[config.mk]
export PLATFORM = sky130hd
export DESIGN_NAME = triloc_seq_ctrl_flat
export DESIGN_NICKNAME = d
export VERILOG_FILES = /design/src/rtl/triloc_seq_ctrl_pkg.sv /design/src/rtl/triloc_seq_ctrl_if.sv /design/src/rtl/triloc_seq_ctrl_div3.sv /design/src/rtl/triloc_seq_ctrl.sv /design/src/flat_wrapper.sv
export SDC_FILE = /design/constraint.sdc
export NUM_CORES = 1
export LEC_CHECK = 0
export ABC_AREA = 0
export CAP_MARGIN = 15
export CORE_MARGIN = 4
export CORE_UTILIZATION = 53
export CTS_BUF_LIST = sky130_fd_sc_hd__clkbuf_4 sky130_fd_sc_hd__clkbuf_8
export DETAILED_ROUTE_END_ITERATION = 6
export PLACE_DENSITY = 0.81
export SLEW_MARGIN = 20
export SYNTH_ARGS = -nofsm -noshare
export SYNTH_HDL_FRONTEND = slang
export SYNTH_HIERARCHICAL = 1
export SYNTH_SLANG_ARGS = --single-unit
[constraint.sdc]
create_clock -name clk -period 2.6 [get_ports clk]
set_input_delay 0.52 -clock clk [delete_from_list [all_inputs] [get_ports clk]]
set_output_delay 0.52 -clock clk [all_outputs]
set_load 0.005 [all_outputs]
[src/rtl/triloc_seq_ctrl_pkg.sv]
// Shared types and core_p slice offsets for the TriLoc sequencer.
package triloc_pkg;

  localparam int unsigned LAT_W = 4;

  typedef enum logic [2:0] {
    GET_A,
    GET_B,
    GET_C,
    WAIT,
    DIV,
    OUT
  } state_t;

  // rec: 0=A, 1=B, 2=C. Coordinates sit above the three packed ranges.
  function automatic int unsigned xy_lsb(int unsigned n, int unsigned rec, int unsigned is_y);
    return (8 - 2 * rec - is_y) * n + 3;
  endfunction

  function automatic int unsigned r_lsb(int unsigned n, int unsigned rec);
    return (2 - rec) * (n + 1);
  endfunction

endpackage

[src/rtl/triloc_seq_ctrl_if.sv]
// Anchor-record input stream and result output stream of the TriLoc sequencer.
interface triloc_seq_ctrl_if #(
  parameter int unsigned N = 8
);
  logic                s_valid;
  logic                s_ready;
  logic [N-1:0]        s_x;
  logic [N-1:0]        s_y;
  logic [N:0]          s_r;
  logic                m_valid;
  logic                m_ready;
  logic signed [N+3:0] m_x;
  logic signed [N+3:0] m_y;

  modport master (
    output s_valid, s_x, s_y, s_r, m_ready,
    input  s_ready, m_valid, m_x, m_y
  );

  modport slave (
    input  s_valid, s_x, s_y, s_r, m_ready,
    output s_ready, m_valid, m_x, m_y
  );
endinterface

[src/rtl/triloc_seq_ctrl_div3.sv]
// Two-lane sign-magnitude restoring divider by 3; one quotient bit per cycle.
module tri_div3_seq #(
  parameter int unsigned W = 12
) (
  input  logic                clk,
  input  logic                rst_n,
  input  logic                start,
  input  logic signed [W-1:0] din_x,
  input  logic signed [W-1:0] din_y,
  output logic                done,
  output logic signed [W-1:0] qx,
  output logic signed [W-1:0] qy
);
  localparam int unsigned CW = $clog2(W);

  logic [W-1:0]  mag   [2];
  logic [W-1:0]  mag_n [2];
  logic [1:0]    rem   [2];
  logic [1:0]    rem_n [2];
  logic          neg   [2];
  logic [W-1:0]  din   [2];
  logic [CW-1:0] cnt;
  logic          run;

  always_comb begin
    din[0] = din_x;
    din[1] = din_y;
  end

  // Dividend shifts out MSB-first while quotient bits shift in behind it.
  always_comb begin
    logic [2:0] t;
    logic       ge;
    t  = '0;
    ge = 1'b0;
    for (int unsigned i = 0; i < 2; i++) begin
      t        = {rem[i], mag[i][W-1]};
      ge       = (t >= 3'd3);
      rem_n[i] = ge ? 2'(t - 3'd3) : t[1:0];
      mag_n[i] = {mag[i][W-2:0], ge};
    end
  end

  assign done = run && (cnt == CW'(W - 1));
  assign qx   = neg[0] ? $signed(-mag_n[0]) : $signed(mag_n[0]);
  assign qy   = neg[1] ? $signed(-mag_n[1]) : $signed(mag_n[1]);

  always_ff @(posedge clk or negedge rst_n) begin
    if (!rst_n) begin
      run <= 1'b0;
      cnt <= '0;
      for (int unsigned i = 0; i < 2; i++) begin
        mag[i] <= '0;
        rem[i] <= '0;
        neg[i] <= 1'b0;
      end
    end else if (start) begin
      run <= 1'b1;
      cnt <= '0;
      for (int unsigned i = 0; i < 2; i++) begin
        // W-bit unsigned magnitude keeps -2^(W-1) representable.
        mag[i] <= din[i][W-1] ? -din[i] : din[i];
        rem[i] <= '0;
        neg[i] <= din[i][W-1];
      end
    end else if (run) begin
      cnt <= cnt + 1'b1;
      if (done) run <= 1'b0;
      for (int unsigned i = 0; i < 2; i++) begin
        mag[i] <= mag_n[i];
        rem[i] <= rem_n[i];
      end
    end
  end
endmodule

[src/rtl/triloc_seq_ctrl.sv]
// TriLoc sequencer: gathers three anchor records, waits on the core, divides by 3.
module triloc_seq_ctrl
  import triloc_pkg::*;
#(
  parameter int unsigned N        = 8,
  parameter int unsigned CORE_LAT = 1
) (
  input  logic                 clk,
  input  logic                 rst_n,
  triloc_seq_ctrl_if.slave     bus,
  output logic [9*N+2:0]       core_p,
  input  logic [2*N+7:0]       core_o,
  output logic                 busy
);
  localparam int unsigned XA = xy_lsb(N, 0, 0);
  localparam int unsigned YA = xy_lsb(N, 0, 1);
  localparam int unsigned XB = xy_lsb(N, 1, 0);
  localparam int unsigned YB = xy_lsb(N, 1, 1);
  localparam int unsigned XC = xy_lsb(N, 2, 0);
  localparam int unsigned YC = xy_lsb(N, 2, 1);
  localparam int unsigned RA = r_lsb(N, 0);
  localparam int unsigned RB = r_lsb(N, 1);
  localparam int unsigned RC = r_lsb(N, 2);

  state_t              state;
  logic [LAT_W-1:0]    wcnt;
  logic                accept;
  logic                div_start;
  logic                div_done;
  logic signed [N+3:0] qx;
  logic signed [N+3:0] qy;

  assign accept    = bus.s_valid && bus.s_ready;
  assign div_start = (state == WAIT) && (wcnt == '0);

  // core_o is sampled by the divider on the same edge that leaves WAIT.
  tri_div3_seq #(.W(N + 4)) u_div (
    .clk   (clk),
    .rst_n (rst_n),
    .start (div_start),
    .din_x (core_o[2*N+7:N+4]),
    .din_y (core_o[N+3:0]),
    .done  (div_done),
    .qx    (qx),
    .qy    (qy)
  );

  always_ff @(posedge clk or negedge rst_n) begin
    if (!rst_n) begin
      state       <= GET_A;
      bus.s_ready <= 1'b1;
      bus.m_valid <= 1'b0;
      bus.m_x     <= '0;
      bus.m_y     <= '0;
      core_p      <= '0;
      busy        <= 1'b0;
      wcnt        <= '0;
    end else begin
      case (state)
        GET_A: if (accept) begin
          core_p[XA +: N]   <= bus.s_x;
          core_p[YA +: N]   <= bus.s_y;
          core_p[RA +: N+1] <= bus.s_r;
          busy              <= 1'b1;
          state             <= GET_B;
        end
        GET_B: if (accept) begin
          core_p[XB +: N]   <= bus.s_x;
          core_p[YB +: N]   <= bus.s_y;
          core_p[RB +: N+1] <= bus.s_r;
          state             <= GET_C;
        end
        GET_C: if (accept) begin
          core_p[XC +: N]   <= bus.s_x;
          core_p[YC +: N]   <= bus.s_y;
          core_p[RC +: N+1] <= bus.s_r;
          bus.s_ready       <= 1'b0;
          wcnt              <= LAT_W'(CORE_LAT);
          state             <= WAIT;
        end
        WAIT: begin
          if (wcnt == '0) state <= DIV;
          else            wcnt  <= wcnt - 1'b1;
        end
        DIV: if (div_done) begin
          bus.m_x     <= qx;
          bus.m_y     <= qy;
          bus.m_valid <= 1'b1;
          state       <= OUT;
        end
        OUT: if (bus.m_ready) begin
          bus.m_valid <= 1'b0;
          bus.s_ready <= 1'b1;
          busy        <= 1'b0;
          state       <= GET_A;
        end
        default: state <= GET_A;
      endcase
    end
  end
endmodule

[src/flat_wrapper.sv]
// flat-port wrapper written by rule: the top's interface ports become plain ports
module triloc_seq_ctrl_flat import triloc_pkg::*;
#(
  parameter int unsigned N        = 8,
  parameter int unsigned CORE_LAT = 1
)
  (clk, rst_n, core_p, core_o, busy, bus_s_valid, bus_s_x, bus_s_y, bus_s_r, bus_m_ready, bus_s_ready, bus_m_valid, bus_m_x, bus_m_y);
  triloc_seq_ctrl_if #(.N(N)) bus_i ();
  input  logic clk;
  input  logic rst_n;
  output logic [9*N+2:0] core_p;
  input  logic [2*N+7:0] core_o;
  output logic busy;
  input wire logic [$bits(bus_i.s_valid)-1:0] bus_s_valid;
  input wire logic [$bits(bus_i.s_x)-1:0] bus_s_x;
  input wire logic [$bits(bus_i.s_y)-1:0] bus_s_y;
  input wire logic [$bits(bus_i.s_r)-1:0] bus_s_r;
  input wire logic [$bits(bus_i.m_ready)-1:0] bus_m_ready;
  output wire logic [$bits(bus_i.s_ready)-1:0] bus_s_ready;
  output wire logic [$bits(bus_i.m_valid)-1:0] bus_m_valid;
  output wire logic [$bits(bus_i.m_x)-1:0] bus_m_x;
  output wire logic [$bits(bus_i.m_y)-1:0] bus_m_y;
  assign bus_i.s_valid = bus_s_valid;
  assign bus_i.s_x = bus_s_x;
  assign bus_i.s_y = bus_s_y;
  assign bus_i.s_r = bus_s_r;
  assign bus_i.m_ready = bus_m_ready;
  assign bus_s_ready = bus_i.s_ready;
  assign bus_m_valid = bus_i.m_valid;
  assign bus_m_x = bus_i.m_x;
  assign bus_m_y = bus_i.m_y;
  triloc_seq_ctrl #(.N(N), .CORE_LAT(CORE_LAT)) u_core (.clk(clk), .rst_n(rst_n), .bus(bus_i), .core_p(core_p), .core_o(core_o), .busy(busy));
endmodule
Yosys cells after proc, flatten, opt, wreduce, memory -nomap -nowiden. Cells that the tools add are included.

Register bits after elaboration: 144. Bits of input ports: 53. Output and inout bits: 102. Word-level logic and storage cells: 93.

Add/subtract/negate cells: 8. Magnitude comparators: 2. Eq/ne operators: 13. Muxes and demuxes: 33. Reductions and logical operators: 19.

Operators by type and width (count): $mux W12 (4); $mux W24 (2); $neg A12 Y12 (4); $mux W4 (6); $mux W3 (6); $pmux W3 S6 (1); $reduce_and A3 Y1 (4); $reduce_bool A2 Y1 (5); $mux W1 (8); $ne A2 B1 Y1 const B (4); $pmux W4 S2 (1); $reduce_and A2 Y1 (4); $eq A3 B2 Y1 const B (2); $eq A3 B3 Y1 const B (2); $ge A3 B2 Y1 const B (2); $ne A2 B2 Y1 const B (3); $pmux W1 S2 (3); $reduce_and A6 Y1 (1); $add A4 B1 Y4 const B (1); $eq A4 B4 Y1 const B (1); $logic_not A4 Y1 (1); $mux W2 (2); $sub A2 B2 Y2 const B (2); $sub A4 B1 Y4 const B (1); other kinds (3) (5).

Logic depth before layout (Yosys ltp). Gate-level depths: netlist of the first run.

Depth in word-level cells: 5. Mapped depth: 9.

By module. Netlist of the first run, hierarchy kept.

By module, submodules not included: triloc_seq_ctrl (times used 1, cells an instance 276, area each 4330.4 um2); tri_div3_seq (times used 1, cells an instance 323, area each 2825.2 um2).

Least setup slack after synthesis of the first run. OpenSTA, ideal clock, no wires.

Path kind: register to register. Start point: reg u_core.wcnt[0]. End point: reg u_core/u_div/mag[21] (netlist name). Data arrival time: 2.096 ns. Data required time: 2.459 ns. Path slack: 0.363 ns. Cell stages (with the launch flop): 9. Buffers on the path: 3. Cells stage by stage: dfrtp_1 > inv_1 > ha_1 > nor3b_1 > and3_1 > clkbuf_1 > buf_1 > buf_1 > o32ai_1.

Word-level cells in the longest chain between the ends: 3. Elaborated cells on any way between the ends: 4. Classes of those cells: mux (1); reduce/logical (3).

RTL lines: from (decl) (RTL line triloc_seq_ctrl.sv:26) `logic [LAT_W-1:0] wcnt;`; from (signal assigned) (RTL line triloc_seq_ctrl.sv:78) `wcnt <= LAT_W'(CORE_LAT);`; from (signal assigned) (RTL line triloc_seq_ctrl.sv:83) `else wcnt <= wcnt - 1'b1;`; $logic_not A4 Y1 * (RTL line triloc_seq_ctrl.sv:34) `assign div_start = (state == WAIT) && (wcnt == '0);`; $logic_and A1 B1 Y1 * (RTL line triloc_seq_ctrl.sv:34); via u_core.div_start (RTL line triloc_seq_ctrl.sv:28) `logic div_start;`; $mux W24 / $reduce_bool A2 Y1 (equally long branches); to (signal, indexed assignment) (RTL line triloc_seq_ctrl_div3.sv:62) `mag[i] <= din[i][W-1] ? -din[i] : din[i];`; to (signal, indexed assignment) (RTL line triloc_seq_ctrl_div3.sv:70) `mag[i] <= mag_n[i];`; to (decl) (RTL line triloc_seq_ctrl_div3.sv:16) `logic [W-1:0] mag [2];`.

Mark *: on every way through the listed nets, which the timed path passes. The rest lies on a longest branch. A chain may end at the register's enable or synchronous reset.

Final worst setup path of the first run.
Start point: reg u_core/u_div/mag[23] (netlist name). End point: reg u_core.bus.m_x[10].

Word-level cells in the longest chain between the ends: 3.

RTL lines: $ge A3 B2 Y1 (RTL line triloc_seq_ctrl_div3.sv:38) `ge = (t >= 3'd3);`; $neg A12 Y12 (RTL line triloc_seq_ctrl_div3.sv:45) `assign qx = neg[0] ? $signed(-mag_n[0]) : $signed(mag_n[0]);`; $mux W12 (RTL line triloc_seq_ctrl_div3.sv:45); via u_core.qx[10] (RTL line triloc_seq_ctrl.sv:30) `logic signed [N+3:0] qx;`; to (signal assigned) (RTL line triloc_seq_ctrl.sv:86) `bus.m_x <= qx;`; to (decl) (RTL line triloc_seq_ctrl_if.sv:22) `output s_ready, m_valid, m_x, m_y`.

The timed path passes the listed nets, and every way through them passes these cells.

==> results of run 1 <==
-- kinds of logic after synthesis --
kind of cell | count (synthesis) | synth area share
fa+ha+maj | 11 | 0.0192
xor+xnor | 27 | 0.0330
simple gates | 145 | 0.122
mux | 118 | 0.184
compound gates | 105 | 0.102
buf+inv | 49 | 0.0357
flops | 144 | 0.504
-- per-layer routing --
layer | GRT usage | routed length (µm)
met1 | 0.274 | 6700
met2 | 0.379 | 8410
met3 | 0.0985 | 1510
met4 | 0.0726 | 231
met5 | 0 | 0
-- cell usage in the layout (no fill, tap or decap), types with 8 or more instances in the layout --
cell type / n
dfrtp_1: 143
clkdlybuf4s50_1: 153
ha_1: 11
clkbuf_8: 18
nor4_1: 9
inv_1: 20
nor2b_1: 16
nor3_1: 17
o21ai_0: 15
mux2_1: 20
buf_4: 14
xor2_1: 8
mux2i_1: 9
xnor2_1: 19
mux2_2: 89
a211oi_1: 17
a21oi_1: 21
nor2_1: 22
nand2b_1: 10
o22ai_1: 8
nand2_1: 18
-- sequential cells by signal (all words and copies together) (netlist names) --
signal              flops
u_core/bus.m_valid      1
u_core/state            3
u_core/bus.m_y         12
u_core/wcnt             4
u_core/core_p          75
u_core/busy             1
u_core/bus.m_x         12
u_core/bus.s_ready      1
u_core/u_div/cnt        4
u_core/u_div/neg        2
u_core/u_div/rem        4
u_core/u_div/mag       24
u_core/u_div/run        1
-- how the worst min path moves through the flow --
stage,slack [ns],cells after the start,end,startpoint
2_1_floorplan,0.22,0,u_core/bus.m_valid,rst_n
3_3_place_gp,0.47,1,u_core/core_p[49],u_core/core_p[49]
3_5_place_dp,0.48,1,u_core/core_p[43],u_core/core_p[43]
5_1_grt,0.04,1,u_core/bus.m_x[6],rst_n
4_1_cts,0.02,1,u_core/bus.m_x[6],rst_n
6_report,0.02,1,u_core/bus.m_x[6],rst_n
-- critical path: cells and delay by family (launching register included) --
family / cells / cell delay [ns]
AO/OA/AOI/OAI: 2 / 0.64
flip-flops: 1 / 0.46
adder cells (fa/ha/maj): 2 / 0.43
multiplexers: 1 / 0.27
buffers and inverters: 2 / 0.22
XOR/XNOR: 1 / 0.14
-- metrics by stage --
stage                     power [W]   util  setup WS, ns  cell area, µm²
after floorplan             0.00232      -         0.363            7160
after global placement      0.00250  0.673         0.268            8910
after detailed placement    0.00250  0.673         0.211            8910
after CTS                   0.00435  0.704         0.315            9330
after global routing        0.00445  0.704         0.132            9330
final                       0.00430  0.704         0.317            9330
-- cell usage after synthesis, drive strengths merged, types with 3 or more instances --
cell and n:
nor3 17, nand4 3, xor2 8, o21ai 15, o22ai 8, buf 19, o2111a 3, nor2b 18
inv 20, a21oi 21, or4 5, a211oi 17, mux2i 9, or2 5, nor4 9, nand3 8
nand3b 3, or3 7, o41ai 5, xnor2 19, a31oi 7, nand2 19, ha 11, nor2 24
clkbuf 10, nand2b 10, o31ai 6, mux2 109, nor3b 6, dfrtp 143, a21o 5, or4b 3
-- power groups by stage --
stage          clock network [W]  registers (W)   logic, W
2_1_floorplan                  0        0.00228  0.0000422
3_3_place_gp                   0        0.00228   0.000213
3_5_place_dp                   0        0.00228   0.000222
4_1_cts                  0.00188        0.00224   0.000224
5_1_grt                  0.00197        0.00224   0.000244
6_report                 0.00184        0.00224   0.000221
-- cell type report --
type	instances	area share
well taps	176	0.0236
repair buffers	171	0.183
flip-flops and latches	144	0.387
clock buffers	19	0.0274
inverters	20	0.00805
multi-input cells	406	0.354
clock inverters	12	0.0172
==> results.md, run 1 <==
- Post-synth EDFFs: 0
- Ratio of cells with drive above 1 in the final layout: 0.207
- Worst setup SP type: register
- Setup crit end kind: register
- Antenna viol nets, final: 0
- Final hold violation count: 0
- Synth Instances: 599
- Initial antenna violation count: 0
- IO buf count: 154
- Critical-path maximum fanout: 7
- P_sw: between 0.0009 and 0.001 W
- Max-slew headroom: 0.485
- Synth area leaders: dfrtp_1 50%, mux2_2 14%, mux2_1 3.1%
- Status: completed
- Yosys warning total: 6
- Pin count of the biggest net entering global routing: 55
- CTS buffer count: 17
- Internal: between 0.003 and 0.004 W
- Initial Utilization: 0.540
- Setup CP Type: reg2reg
- Vias per cell: roughly 5.7
- Post_cts resized: 0
- Worst reg2reg setup slack: approximately 0.32 ns
- Std-Cell Rows: 42
- Clock sinks: between 100 and 150
- # Post-CTS Setup Buffers: 0
- Syn avg cell area: approximately 12 µm²
- Gate power share: 0.051
- Crit path largest cell delay: 0.46 ns
- Worst EP arrival: about 2.6 ns
- Drt first-iter violations: 298
- Max clock buf depth: 2
- Clock power frac: 0.428
- Sequential-to-total area share from yosys stat: 0.504
- First-pass GRT wire length: approximately 28 mm
- CTS tree: done
- P&R area growth vs syn: 30.3%
- Unique cell type count in the Yosys netlist: 62
- Syn nets: around 660
- Core Region: between 10000 and 15000 µm²
- Clk_skew: roughly 0.011 ns
- GPL Wtd Cong: 0.905
- Maximum VDD drop: approximately 0.46 mV
- Synth top area share: 0.500
- Unrepaired setup endpoints after global routing: false
- Async SR Flop Fraction: 1.00
- Routed vias: 5360
- Largest area contributor in the netlist: dfrtp_1
- CTS clock-pin slew for the worst setup and hold paths: approximately 0.07 ns
- Netlist Area Pre-Place: roughly 7200 µm²
- Tcrit/Tclk final: 0.878
- H-tree depth: 4
- Fmax: 438 MHz
- Routed len/inst: roughly 18 µm
- Critical-path cell list: ha_1 > a211oi_1 > buf_4 > ha_1 > inv_1 > o41ai_1 > xnor2_1 > mux2_2
- Most Frequent Cell on Critical Path: ha_1
- DRC: 0
- Clock insertion delay at the later pin of the skew report: about 0.45 ns
- Global Route Usage Sum: 0.231
- R2R cell count: 8
- Ys flop type: dfrtp_1
- Global route overflow: 0
- Clock period minus worst slack: between 2 and 2.5 ns
- Root Driver: clkbuf_8
- Max stage delay cell, worst path: dfrtp_1
- Hold Path Class: in2async
- Die Area: around 15000 µm²
- Hold-fix buffer count after cts: 0
- DIE HEIGHT: 124 µm
- Max cap viols: 0
- Storage element area: ~3600 µm²
- Measured slew at the worst slew-check pin: 0.766 ns
- Reg-to-Reg End: u_core/bus.m_x[10]
- Fin cells: between 900 and 1k
- Number of global-route vias before repair: around 5.6k
- Hold slack: around 0.023 ns
- R2r startpoint: u_core/u_div/mag[23]
- Setup Total Neg Slack: 0 ns
- FF+latch count, synth: around 140
- Critical path required time: slightly below 3 ns
- Final setup viols: 0
- I/O pin count: 155
- ANT cells: 0
- Final Max Tran Viols: 0
- Final wirelength: ~17 mm
- Drt pass-1 iters: 5
- Power per cell area: around 460 nW/µm²
- Crit path from: u_core/u_div/mag[23]
- DP Wirelength: between 10 and 15 mm
- Area of the multi-input gates: between 3000 and 4000 µm²
- Filler cells: ~980
- Placed insts: roughly 900
- Fin nets: a little over 800
- Leak: around 4.1 nW
- Die Wd: around 120 µm
- Critical Path End: u_core/bus.m_x[10]
- Sequential Power Share: 0.521
- Switching share of power: 0.227
No activity file was read; power rests on OpenSTA's default activity.
==> inputs of run 2 (changes only) <==
--- a/config.mk
+++ b/config.mk
@@ -8,10 +8,11 @@
 export ABC_AREA = 0
 export CAP_MARGIN = 15
 export CORE_MARGIN = 4
-export CORE_UTILIZATION = 53
+export CORE_UTILIZATION = 60
 export CTS_BUF_LIST = sky130_fd_sc_hd__clkbuf_4 sky130_fd_sc_hd__clkbuf_8
 export DETAILED_ROUTE_END_ITERATION = 6
-export PLACE_DENSITY = 0.81
+export DONT_BUFFER_PORTS = 1
+export PLACE_DENSITY = 0.74
 export SLEW_MARGIN = 20
 export SYNTH_ARGS = -nofsm -noshare
 export SYNTH_HDL_FRONTEND = slang
==> constraint.sdc (replaced) <==
create_clock -name clk -period 2.9 [get_ports clk]
set_input_delay 0.58 -clock clk [delete_from_list [all_inputs] [get_ports clk]]
set_output_delay 0.58 -clock clk [all_outputs]
set_load 0.005 [all_outputs]
==> results.md, run 2 (same netlist as run 1, synthesis figures left out) <==
- DP Wirelength: 10.4 mm (-15%)
- Max-slew headroom: 0.517 (+0.0319)
- Top Registers: u_core/core_p (75), u_core/u_div/mag (24)
- CTS tree: done
- Clock insertion delay at the later pin of the skew report: 0.44 ns (about the same)
- DIE HEIGHT: 117 µm (-5.6%)
- Die Wd: 117 µm (-5.6%)
- Routed vias: 4716 (-12%)
- Final setup viols: 0 (unchanged)
- Max stage delay cell, worst path: a211oi_1
- Most Frequent Cell on Critical Path: ha_1
- Placed cell area: 7210 µm² (-19%)
- Number of buffers and inverters on the critical path: 1 (-1)
- GPL Wtd Cong: 0.862 (-4.7%)
- Core Region: 11600 µm² (-13%)
- Post_cts resized: 0 (unchanged)
- R2R cell count: 7 (-1)
- Clock power frac: 0.452 (+0.024)
- Sequential Power Share: 0.537 (+0.016)
- Root Driver: clkbuf_8
- CTS buffer count: 17 (unchanged)
- P&R area growth vs syn: 6.71%
- Clk_skew: 0.00852 ns (-0.00255 ns)
- Fmax: 416 MHz (-5.0%)
- Final wirelength: 15.2 mm (-9.9%)
- Final Max Tran Viols: 0 (unchanged)
- Gate power share: 0.011 (-0.040)
- Crit path largest cell delay: 0.47 ns (about the same)
- Drt first-iter violations: 330 (+11%)
- Ratio of cells with drive above 1 in the final layout: 0.244 (+0.0366)
- Routed len/inst: 20.2 µm (+14%)
- Global Route Usage Sum: 0.229 (-0.00133)
- DRC: 0 (unchanged)
- Drt pass-1 iters: 4 (-1)
- Global route overflow: 0 (unchanged)
- Std-Cell Rows: 39 (-7.1%)
- Final core occ: 0.660 (-0.0439)
- Commonest non-fill, non-tap cell in the layout: dfrtp_1
- Initial antenna violation count: 0 (unchanged)
- Antenna viol nets, final: 0 (unchanged)
- R2r startpoint: u_core/u_div/mag[23]
- Unrepaired setup endpoints after global routing: false
- ANT cells: 0 (unchanged)
- CTS clock-pin slew for the worst setup and hold paths: 0.08 ns (about the same)
- Fin nets: 660 (-20%)
- Hold slack: -0.170 ns (-0.193 ns)
- Failing checks: hold timing
- Measured slew at the worst slew-check pin: 0.718 ns (-0.0474 ns)
- Power per cell area: 489 nW/µm² (+6.2%)
- # Post-CTS Setup Buffers: 0 (unchanged)
- Storage element area: 3600 µm² (unchanged)
- IO buf count: 0 (-100%)
- Internal: 0.00296 W (-11%)
- Clock sinks: 144 (unchanged)
- Number of global-route vias before repair: 4838 (-14%)
- Filler cells: 869 (-11%)
- Clock period minus worst slack: 2.40 ns (+0.120 ns)
- Setup crit end kind: register
- Status: complete, but fails checks
- Leak: 3.54 nW (-14%)
- Switching share of power: 0.208 (-0.0189)
- Setup CP Type: reg2reg
- Critical-path maximum fanout: 7 (unchanged)
- H-tree depth: 4 (unchanged)
- Reg-to-Reg End: u_core/bus.m_x[8]
- Setup Total Neg Slack: 0 ns (unchanged)
- Initial Utilization: 0.619 (+0.0784)
- Tcrit/Tclk final: 0.829 (-0.0493)
- Pin count of the biggest net entering global routing: 145 (+160%)
- Maximum VDD drop: 0.408 mV (-10%)
- I/O pin count: 155 (unchanged)
- Critical path required time: 3.23 ns (+0.30 ns)
- Worst reg2reg setup slack: 0.50 ns (+0.18 ns)
- Number of flip-flops in the largest register: 75 (unchanged)
- CP top delay family: compound AO/OA/AOI/OAI gates
- Top reg by flops: u_core/core_p
- Final hold violation count: 143 (+143)
- Critical-path cell list: ha_1 > a211oi_1 > ha_1 > inv_1 > o41ai_1 > xnor2_1 > mux2_2
- Max cap viols: 0 (unchanged)
- Worst setup SP type: register
- P_sw: 0.000777 W (-20%)
- Hold Path Class: in2async
- Area of the multi-input gates: 3300 µm² (unchanged)
- Die Area: 13700 µm² (-11%)
- Vias per cell: 6.29 (+11%)
- Crit path from: u_core/u_div/mag[23]
- Worst EP arrival: 2.73 ns (+0.12 ns)
- Commonest cells after routing, fill and taps aside: 143 x dfrtp_1, 89 x mux2_2, 22 x nor2_1
- Final Cell Area: 7640 µm² (-18%)
- First-pass GRT wire length: 24.5 mm (-11%)
- Max clock buf depth: 2 (unchanged)
## run 2: cell count changes in the layout (fill, tap and decap cells not counted), sizes merged
cell and delta:
clkdlybuf4s50 -153, clkbuf -2, clkinvlp -2, inv +1, buf -11, bufinv +1, clkinv +1
## run 2: through the flow
stage,instances,setup WS [ns],hold WS (ns),total power (W)
finish,750,0.497,-0.170,0.00374
global route,750,0.322,-0.222,0.00388
CTS,750,0.507,-0.208,0.00379
detailed placement,720,0.524,0.288,0.00208
global placement,720,0.602,0.288,0.00208
floorplan,599,0.663,0.284,0.00208
## run 2: layout make-up
cell class | instances | area share
Inverter | 20 | 0.00983
Multi-Input combinational cell | 406 | 0.432
Sequential cell | 144 | 0.472
Clock inverter | 13 | 0.0247
Tap cell | 143 | 0.0234
Timing Repair Buffer | 7 | 0.00688
Clock buffer | 17 | 0.0306
## run 2: layer usage
| layer | GRT usage | up-vias | wire length, µm |
|---|---|---|---|
| met2 | 0.363 | 142 | 7490 |
| li1 | - | 2194 | - |
| met5 | 0 | - | 0 |
| met4 | 0.0872 | 0 | 286 |
| met1 | 0.276 | 2358 | 6070 |
| met3 | 0.102 | 22 | 1330 |
## run 2: worst max path at each step
stage,end,slack (ns),cells after the start
after floorplan,u_core/u_div/mag[21],0.66,8
after global placement,u_core/bus.m_x[8],0.60,7
after detailed placement,u_core/bus.m_x[8],0.52,7
after CTS,u_core/bus.m_x[8],0.51,7
after global routing,u_core/bus.m_x[8],0.32,7
final,u_core/bus.m_x[8],0.50,7
## run 2: power groups by stage
stage / sequential (W) / clock, W / combinational, W
floorplan: 0.00205 / 0 / 0.0000378
global placement: 0.00205 / 0 / 0.0000377
detailed placement: 0.00205 / 0 / 0.0000387
CTS: 0.00201 / 0.00175 / 0.0000393
global route: 0.00201 / 0.00183 / 0.0000438
finish: 0.00201 / 0.00169 / 0.0000397
## run 2: worst register-to-register path: cells and delay by family, from the launching register on
| family | cells | cell delay, ns |
|---|---|---|
| multiplexers | 1 | 0.26 |
| adder cells (fa/ha/maj) | 2 | 0.53 |
| buffers and inverters | 1 | 0.06 |
| flip-flops | 1 | 0.45 |
| AO/OA/AOI/OAI | 2 | 0.88 |
| XOR/XNOR | 1 | 0.11 |
==> inputs of run 3 (changes only) <==
==> constraint.sdc (replaced) <==
create_clock -name clk -period 2.4 [get_ports clk]
set_input_delay 0.48 -clock clk [delete_from_list [all_inputs] [get_ports clk]]
set_output_delay 0.48 -clock clk [all_outputs]
set_load 0.005 [all_outputs]
==> results.md, run 3 (same netlist as run 1, synthesis figures left out) <==
- Fmax: 448 MHz (+7.6%)
- Total power: 0.00459 W (+23%)
- Max-slew headroom: 0.453 (-0.0640)
- Critical path required time: 2.73 ns (-0.50 ns)
- Tcrit/Tclk final: 0.931 (+0.102)
- DIE HEIGHT: 117 µm (unchanged)
- First-pass GRT wire length: 25.1 mm (+2.6%)
- Clk_skew: 0.0121 ns (+0.00359 ns)
- Power per cell area: 595 nW/µm² (+22%)
- Commonest non-fill, non-tap cell in the layout: dfrtp_1
- Global Route Usage Sum: 0.233 (+0.00361)
- Crit path from: u_core/u_div/rem[2]
- DRC: 0 (unchanged)
- CTS buffer count: 17 (unchanged)
- Final Cell Area: 7720 µm² (+1.1%)
- Ratio of cells with drive above 1 in the final layout: 0.256 (+0.0127)
- Routed len/inst: 20.1 µm (-0.52%)
- CTS tree: done
- Status: complete, but fails checks
- Critical-path maximum fanout: 6 (-1)
- Clock insertion delay at the later pin of the skew report: 0.44 ns (about the same)
- Final Max Tran Viols: 0 (unchanged)
- Top Registers: u_core/core_p (75), u_core/u_div/mag (24)
- Setup crit end kind: register
- Pin count of the biggest net entering global routing: 145 (unchanged)
- Fin cells: 759 (+1.2%)
- ANT cells: 0 (unchanged)
- Failing checks: hold timing
- # Post-CTS Setup Buffers: 0 (unchanged)
- Max cap viols: 0 (unchanged)
- Leak: 3.59 nW (+1.3%)
- Commonest cells after routing, fill and taps aside: 143 x dfrtp_1, 89 x mux2_2, 22 x nor2_1
- Worst setup SP type: register
- Global route overflow: 0 (unchanged)
- IO buf count: 0 (unchanged)
- Drt first-iter violations: 288 (-13%)
- Initial Utilization: 0.619 (unchanged)
- Fin nets: 667 (+1.1%)
- Initial antenna violation count: 0 (unchanged)
- Hold slack: -0.280 ns (-0.110 ns)
- Max clock buf depth: 2 (unchanged)
- CTS clock-pin slew for the worst setup and hold paths: 0.08 ns (about the same)
- P&R area growth vs syn: 7.85%
- Antenna viol nets, final: 0 (unchanged)
- Measured slew at the worst slew-check pin: 0.813 ns (+0.0951 ns)
- Unrepaired setup endpoints after global routing: false
- H-tree depth: 4 (unchanged)
- Root Driver: clkbuf_8
- Number of flip-flops in the largest register: 75 (unchanged)
- Die Area: 13700 µm² (unchanged)
- Worst EP arrival: 2.56 ns (-0.17 ns)
- Routed vias: 4730 (+0.30%)
- R2r startpoint: u_core/u_div/rem[2]
- Vias per cell: 6.23 (-0.89%)
- Core Region: 11600 µm² (unchanged)
- Placed insts: 727 (+0.97%)
- I/O pin count: 155 (unchanged)
- Top reg by flops: u_core/core_p
- Final wirelength: 15.3 mm (+0.67%)
- Setup CP Type: reg2reg
- Final setup viols: 0 (unchanged)
- GPL Wtd Cong: 0.875 (+1.5%)
- Number of global-route vias before repair: 5077 (+4.9%)
- Std-Cell Rows: 39 (unchanged)
- Worst reg2reg setup slack: 0.17 ns (-0.33 ns)
- Placed cell area: 7270 µm² (+0.73%)
- Setup Total Neg Slack: 0 ns (unchanged)
- Die Wd: 117 µm (unchanged)
- Final hold violation count: 144 (+0.70%)
- Hold Path Class: in2async
- Clock sinks: 144 (unchanged)
- DP Wirelength: 10.6 mm (+1.5%)
- Clock period minus worst slack: 2.23 ns (-0.170 ns)
- Maximum VDD drop: 0.533 mV (+31%)
- Drt pass-1 iters: 5 (+1)
[run 3: area by class of cell]
| cell class | instances | area, µm² |
|---|---|---|
| fill | 878 | 3850 |
| inverter | 20 | 75.1 |
| timing repair buffer | 14 | 105 |
| clock inverter | 12 | 184 |
| sequential | 144 | 3600 |
| tap | 143 | 179 |
| multi-input combinational | 406 | 3310 |
| clock buffer | 20 | 263 |
[run 3: path summary, 6_finish.rpt]
path	end	cells past startpoint
min reg2reg	u_core/wcnt[3]	1
max in group asynchronous	u_core/bus.s_ready	0
max reg2reg	u_core/bus.m_x[11]	5
min in group clk	u_core/u_div/mag[0]	1
max	u_core/bus.m_x[11]	5
min	u_core/bus.m_x[2]	0
[run 3: report_power, final]
group          switching (W)  internal [W]
Sequential                 0       0.00242
Clock               0.000926       0.00119
Combinational      0.0000233     0.0000251
Total               0.000949       0.00364
[run 3: critical path, cell delays in order (launching register included)]
cell	delay, ns
dfrtp_1	0.44
ha_1	0.28
a2111o_1	0.48
o41ai_1	0.53
xnor2_1	0.12
mux2_2	0.27
[run 3: through the flow]
step / utilization / hold slack [ns] / worst slack, ns
floorplan: - / 0.184 / 0.163
global placement: 0.628 / 0.188 / 0.208
detailed placement: 0.628 / 0.188 / 0.101
CTS: 0.667 / -0.311 / 0.0957
global route: 0.667 / -0.322 / 0.0390
finish: 0.667 / -0.280 / 0.166
[run 3: what timing repair did]
item / CTS / global route
setup endpoints to repair: 0 / 2
resized for setup: 0 / 1
hold endpoints to repair: 144 / 144
[run 3: layer usage]
metal | global-route usage | up-vias | wire [µm]
met3 | 0.0977 | 24 | 1260
met4 | 0.0925 | 0 | 267
li1 | - | 2198 | -
met5 | 0 | - | 0
met2 | 0.371 | 144 | 7640
met1 | 0.281 | 2364 | 6120
